### src/rtl/genius_pkg.sv
// Shared definitions for the Genius game controller: state codes and the
// per-state strobe vector {R1,R2,E1,E2,E3,E4,SEL}.
package genius_pkg;

   localparam int ST_W  = 3;
   localparam int OUT_W = 7;

   typedef enum logic [ST_W-1:0] {
      S_INIT       = 3'd0,
      S_SETUP      = 3'd1,
      S_PLAY_FPGA  = 3'd2,
      S_PLAY_USER  = 3'd3,
      S_CHECK_USER = 3'd4,
      S_NEXT_ROUND = 3'd5,
      S_RESULT     = 3'd6
   } state_t;

   //                                            R1 R2 E1 E2 E3 E4 SEL
   localparam logic [OUT_W-1:0] OUT_INIT       = 7'b1_1_0_0_0_0_0;
   localparam logic [OUT_W-1:0] OUT_SETUP      = 7'b0_0_1_0_0_0_0;
   localparam logic [OUT_W-1:0] OUT_PLAY_FPGA  = 7'b0_0_0_0_1_0_0;
   localparam logic [OUT_W-1:0] OUT_PLAY_USER  = 7'b0_0_0_1_0_0_0;
   localparam logic [OUT_W-1:0] OUT_CHECK_USER = 7'b0_0_0_0_0_0_0;
   localparam logic [OUT_W-1:0] OUT_NEXT_ROUND = 7'b0_1_0_0_0_1_0;
   localparam logic [OUT_W-1:0] OUT_RESULT     = 7'b0_0_0_0_0_0_1;

   function automatic logic [OUT_W-1:0] state_outputs(input state_t s);
      case (s)
         S_INIT:       return OUT_INIT;
         S_SETUP:      return OUT_SETUP;
         S_PLAY_FPGA:  return OUT_PLAY_FPGA;
         S_PLAY_USER:  return OUT_PLAY_USER;
         S_CHECK_USER: return OUT_CHECK_USER;
         S_NEXT_ROUND: return OUT_NEXT_ROUND;
         S_RESULT:     return OUT_RESULT;
         default:      return OUT_INIT;
      endcase
   endfunction

endpackage

### src/rtl/genius_ctrl_btn_edge_sync.sv
// Synchronizes an active-low asynchronous pushbutton and emits a single
// one-cycle registered pulse on each press (falling edge).
module btn_edge_sync #(
   parameter int SYNC_STAGES = 2
) (
   input  logic clk_i,
   input  logic rst_i,
   input  logic btn_n_i,
   output logic pulse_o
);

   logic [SYNC_STAGES-1:0] sync_q;
   logic                   prev_q;
   logic                   pulse_q;

   // Reset to the released level so leaving reset never looks like a press.
   always_ff @(posedge clk_i) begin
      if (rst_i) begin
         sync_q  <= '1;
         prev_q  <= 1'b1;
         pulse_q <= 1'b0;
      end else begin
         sync_q  <= {sync_q[SYNC_STAGES-2:0], btn_n_i};
         prev_q  <= sync_q[SYNC_STAGES-1];
         pulse_q <= prev_q & ~sync_q[SYNC_STAGES-1];
      end
   end

   assign pulse_o = pulse_q;

endmodule

### src/rtl/genius_ctrl.sv
// Genius game control FSM with registered strobes decoded from next state.
// Optional GENIUS_AUTO_RESTART_EN: RESULT returns to INIT after RESULT_HOLD cycles.
module genius_ctrl #(
   parameter int SYNC_STAGES = 2,
`ifdef GENIUS_AUTO_RESTART_EN
   parameter int unsigned RESULT_HOLD = 500_000_000,
`endif
   parameter int ST_W = 3
) (
   input  logic            CLOCK_50,
   input  logic            reset,
   input  logic            enter_n,
   input  logic            end_FPGA,
   input  logic            end_User,
   input  logic            end_time,
   input  logic            win,
   input  logic            match,
   output logic            R1,
   output logic            R2,
   output logic            E1,
   output logic            E2,
   output logic            E3,
   output logic            E4,
   output logic            SEL,
   output logic [ST_W-1:0] state_o
);

   import genius_pkg::*;

   state_t           state_q, state_d;
   logic [OUT_W-1:0] out_q, out_d;
   logic             enter_pulse;
   logic             hold_done;

   btn_edge_sync #(
      .SYNC_STAGES(SYNC_STAGES)
   ) u_enter_sync (
      .clk_i  (CLOCK_50),
      .rst_i  (reset),
      .btn_n_i(enter_n),
      .pulse_o(enter_pulse)
   );

`ifdef GENIUS_AUTO_RESTART_EN
   logic [31:0] hold_q, hold_d;

   // Counts cycles spent in RESULT; zero whenever the FSM is elsewhere.
   always_comb begin
      hold_d = 32'd0;
      if (state_q == S_RESULT) hold_d = hold_q + 32'd1;
   end

   always_ff @(posedge CLOCK_50) begin
      if (reset) hold_q <= 32'd0;
      else       hold_q <= hold_d;
   end

   assign hold_done = (hold_q == 32'(RESULT_HOLD - 1));
`else
   assign hold_done = 1'b0;
`endif

   always_comb begin
      state_d = state_q;
      case (state_q)
         S_INIT:       state_d = S_SETUP;
         S_SETUP:      if (enter_pulse) state_d = S_PLAY_FPGA;
         S_PLAY_FPGA:  if (end_FPGA) state_d = S_PLAY_USER;
         S_PLAY_USER: begin
            // Timeout wins over a simultaneous last entry.
            if (end_time)      state_d = S_RESULT;
            else if (end_User) state_d = S_CHECK_USER;
         end
         S_CHECK_USER: begin
            if (!match || win) state_d = S_RESULT;
            else               state_d = S_NEXT_ROUND;
         end
         S_NEXT_ROUND: state_d = S_PLAY_FPGA;
         S_RESULT:     if (enter_pulse || hold_done) state_d = S_INIT;
         default:      state_d = S_INIT;
      endcase
      out_d = state_outputs(state_d);
   end

   always_ff @(posedge CLOCK_50) begin
      if (reset) begin
         state_q <= S_INIT;
         out_q   <= OUT_INIT;
      end else begin
         state_q <= state_d;
         out_q   <= out_d;
      end
   end

   assign {R1, R2, E1, E2, E3, E4, SEL} = out_q;
   assign state_o = ST_W'(state_q);

endmodule
### config.mk
export PLATFORM = sky130hd
export DESIGN_NAME = genius_ctrl
export DESIGN_NICKNAME = d
export VERILOG_FILES = /design/src/rtl/genius_pkg.sv /design/src/rtl/genius_ctrl_btn_edge_sync.sv /design/src/rtl/genius_ctrl.sv
export SDC_FILE = /design/constraint.sdc
export NUM_CORES = 1
export LEC_CHECK = 0
export BUFFER_PORTS_ARGS = -buffer_cell sky130_fd_sc_hd__buf_2
export CAP_MARGIN = 15
export CORE_AREA = 2 2 39 41
export DETAILED_ROUTE_END_ITERATION = 10
export DIE_AREA = 0 0 41 43
export PLACE_DENSITY = 0.7
export REMOVE_ABC_BUFFERS = 1
export SLEW_MARGIN = 30
export SYNTH_ARGS = -nofsm -noshare
export SYNTH_HDL_FRONTEND = slang
export SYNTH_SLANG_ARGS = --single-unit
### constraint.sdc
create_clock -name CLOCK_50 -period 3.9 [get_ports CLOCK_50]
set_input_delay 0.195 -clock CLOCK_50 [delete_from_list [all_inputs] [get_ports CLOCK_50]]
set_output_delay 0.195 -clock CLOCK_50 [all_outputs]
set_load 0.03 [all_outputs]
After elaboration in Yosys (flattened, before gate mapping):

Cells that the tools add are included.
Widths: inputs -> output; s select.

* equal/unequal tests: 12
* mux-type cells: 8
* bitwise gates (word level): 2
* reductions and logical operators: 3

Operators by type and width (number)
* $pmux 7 s6: 1
* $pmux 3 s7: 1
* $eq 3x3->1 const B: 6
* $mux 3: 5
* $eq 3x2->1 const B: 4
* $eq 3x1->1 const B: 2
* $logic_not 3->1: 1
* $mux 2: 1
* $and 1x1->1: 1
* $logic_not 1->1: 1
* $logic_or 1x1->1: 1
* $not 1->1: 1

* bits in registers: 14
* input bits: 8
* output and inout bits: 10
* logic and storage cells: 30

Depth between registers and ports, before layout:

* word-level depth: 6
* gate-level depth with buffers: 5
* gate-level depth less buffers: 4

Hierarchy:

Synthesis repeated with hierarchy kept, for this count alone.

* cell total of the unflattened synthesis: 57
* area, all modules: 544.3 µm²

By module, submodules not included
* genius_ctrl: times used 1, cells each 49, area an instance 437.9 µm², sequential area each 200.2 µm²
* btn_edge_sync: times used 1, cells each 8, area an instance 106.4 µm², sequential area each 80.1 µm²

Worst setup path before layout:

No wires, ideal clock.

* path kind: register to register
* start: reg state_q[0], in the netlist state_o[0]
* end: reg out_q[4]
* library setup time: 0.061 ns
* arrival: 1.443 ns
* data required time: 3.839 ns
* setup slack: 2.396 ns
* cell stages (with the launch flop): 6
* path buffers: 1
* clock period less this slack: 1.504 ns
* cells stage by stage: dfxtp_1 > buf_6 > or3b_4 > a22oi_4 > and2_4 > and4bb_1

* longest elaborated chain between the ends: 5
* elaborated cells on any way between the ends: 20
* classes of those cells: 12 x eq/ne; 7 x mux; 1 x reduce/logical

Ends and longest elaborated chain
* from (decl): line genius_ctrl.sv:30 `state_t state_q, state_d;`
* from (signal assigned): line genius_ctrl.sv:90 `state_q <= state_d;`
* $mux 3: line genius_ctrl.sv:72 `else if (end_User) state_d = S_CHECK_USER;`
* $mux 3: line genius_ctrl.sv:71 `if (end_time) state_d = S_RESULT;`
* $pmux 3 s7 *: line genius_ctrl.sv:65 `case (state_q)`
* $eq 3x3->1, or another cell as far along: line genius_pkg.sv:28 `case (s)`
* $pmux 7 s6 *: line genius_pkg.sv:28
* to (signal assigned): line genius_ctrl.sv:91 `out_q <= out_d;`
* to (decl): line genius_ctrl.sv:31 `logic [OUT_W-1:0] out_q, out_d;`

Mark *: on every way between the ends. The rest lies on a longest branch, timed or not.
A chain may end at the register's enable or synchronous reset.

Worst setup path in the final report:

* start: reg state_q[1], in the netlist state_o[1]
* end: reg out_q[4]

Same word-level chain as after synthesis.

==> results.toml <==
[worst_setup_path]
crit_fanout = 10
cp_cell_sequence = "inv_1 > nor4_1 > a31oi_1 > and4bb_1"
max_stage_delay_ns = 0.60
r2r_slack_ns = 2.41
required_ns = 4.07
cp-end-kind = "flop"
critical_path_class = "reg2reg"
arrival_ns = 1.66
cpMaxStageDelayCell = "dfxtp_1"
startpoint_type = "flop"

[sta]
rsz0062_at_grt = "false"
period_share_pct = 38.2
skew_ns = 0.00651
finalSetupViolations = 0
hold_violations = 0
worstMarginPinSlew_ns = 0.436
setup_tns_ns = 0
relSlewSlack_pct = 70.9
fin_crit_ns = 1.49
max_freq_ghz = 0.672
whs_ns = 0.0999
maxSlewViolCount = 0

[routing]
wl_um = 1070
vias_per_cell = 5.32
drt_iter0_drc = 16
avgRoutedWirePerCell_um = 11.8
antenna_left = 0
first_pass_iters = 5
drc = 0
num_vias = 484

[floorplan]
dieWidth_um = 41
core_um2 = 1380
die_height_um = 43
initial_core_util_pct = 42.5
die_area_um2 = 1760
rows = 14
ioPinCount = 18

[synth]
syn_area_um2 = 588
yosys.cell_types.count = 23
async_flop_share_pct = 0
synth-seq-area-share_pct = 47.7
syn_inst = 58
synthTopCellsByArea = "dfxtp_1, buf_6, a21oi_1"
synthFlopType = "dfxtp_1"
synth-seq-cells = 14
synth_top_cell_by_area = "dfxtp_1"
avgSynthCellArea_um2 = 10.1
yosysTopAreaCellShare_pct = 47.7
synth_edf_count = 0
yosys_warnings = 0

[global_routing]
grtUsageTotal_pct = 14.1
grt_pass1_vias = 414
antenna_found_initial = 0
grt_max_degree = 13
overflow = 0
gr-usage-met3_pct = 4.71
grt_pass1_wl_um = 1670
grt_use_met2_pct = 23.4
grt_use_met1_pct = 15.3
busiest_layer = "met2"

[clock_network]
cts-root-buf = "clkbuf_4"
clock_latency_ns = 0.27
cts_max_level = 1
clockBufferDepth = 2
clkSlewWorstSetupHoldPaths_ns = 0.09
hold_buffers = 0
cts_setup_buffers = 0
cts_tree = "yes"
clock_sinks = 14
cts_buffers = 3
cts-resized-gates = 0

[power]
leakage_nw = 0.321
powerDensity_nw_per_um2 = 425
ir_worst_vdd_mv = 0.192

[cells_and_area]
final_nets = 84
regArea_um2 = 280
multiInputGateArea_um2 = 240
fillerInstances = 134
area_delta_synth_final_pct = 16.4
fin_util_pct = 49.5
drive_above_1_share_pct = 38.7
num_antenna_cells = 0

[placement]
port_buffers = 17
dp_hpwl_um = 745
place.gp.congestion = 0.796

[run]
drv_cap = 0

[status]
status = "complete, no violations"

[min_path]
hold_path.class = "in2reg"
==> path summary, 6_finish.rpt <==
path,cells past startpoint,end,start
max,4,out_q[4],state_o[1]
min,2,u_enter_sync.sync_q[0],enter_n
max reg2reg,4,out_q[4],state_o[1]
min reg2reg,2,u_enter_sync.pulse_o,u_enter_sync.prev_q
==> metal layers <==
layer  routed length, um  vias up
li1                    -      237
met1                 426      223
met2                 573       22
met3                  59        2
met4                  13        0
met5                   0        -
==> kinds of logic after synthesis <==
group	Yosys count	synth area share, %
buf+inv	10	11.5
simple gates	19	21.3
compound gates	15	19.6
flops	14	47.7
==> cells in the final DEF, fill, tap and decap left out, drive strengths merged <==
cell type  netlist  routed
a21bo            1       1
a21o             1       1
a21oi            6       6
a22oi            1       1
a31oi            2       2
a32oi            1       1
and2             2       2
and4bb           1       1
buf              4      17
clkbuf           0       4
dfxtp           14      14
inv              6       6
nand2            1       1
nand3b           1       1
nor2             4       4
nor2b            1       1
nor3             3       3
nor4             2       2
o2111ai          1       1
o22a             1       1
o22ai            1       1
or2              3       3
or3b             1       1
==> per-stage QoR <==
step           worst slack [ns]  area, um2  power, mW  instances
4_1_cts                    2.42        684      0.294         91
3_5_place_dp               2.43        648      0.192         87
2_1_floorplan              2.37        543      0.180         54
3_3_place_gp               2.48        648      0.191         87
5_1_grt                    2.32        684      0.304         91
6_report                   2.41        684      0.291         91
==> critical path: cells and delay by family (launching register included) <==
family / cells / cell delay (ns)
and+or+nand+nor: 2 / 0.53
DFF: 1 / 0.60
buffers and inverters: 1 / 0.14
AOI/OAI and AO/OA: 1 / 0.11
==> where the power goes <==
group | internal (mW) | switching [mW] | leakage (nW)
clock network | 0.0567 | 0.0450 | 0.0210
registers | 0.149 | 0.00499 | 0.115
logic | 0.0141 | 0.0210 | 0.185
total | 0.220 | 0.0710 | 0.321
==> synthesized netlist by cell type (2+ instances only) <==
library cell and instances:
buf_6 4, nor3_1 3, a31oi_1 2, dfxtp_1 14
inv_1 6, nor2_1 4, a21oi_1 6, or2_2 3
nor4_1 2
==> registers in the layout (all words and copies together) (netlist names) <==
name / count
u_enter_sync.prev_q: 1
u_enter_sync.pulse_o: 1
out_q: 7
u_enter_sync.sync_q: 2
state_o: 3
==> final cells by class <==
| type | instances | share of cell area (%) |
|---|---|---|
| well taps | 16 | 2.93 |
| clock buffers | 4 | 5.30 |
| multi-input cells | 34 | 35.1 |
| repair buffers | 17 | 12.4 |
| flip-flops and latches | 14 | 41.0 |
| inverters | 6 | 3.29 |
No activity file was read; power rests on OpenSTA's default activity.
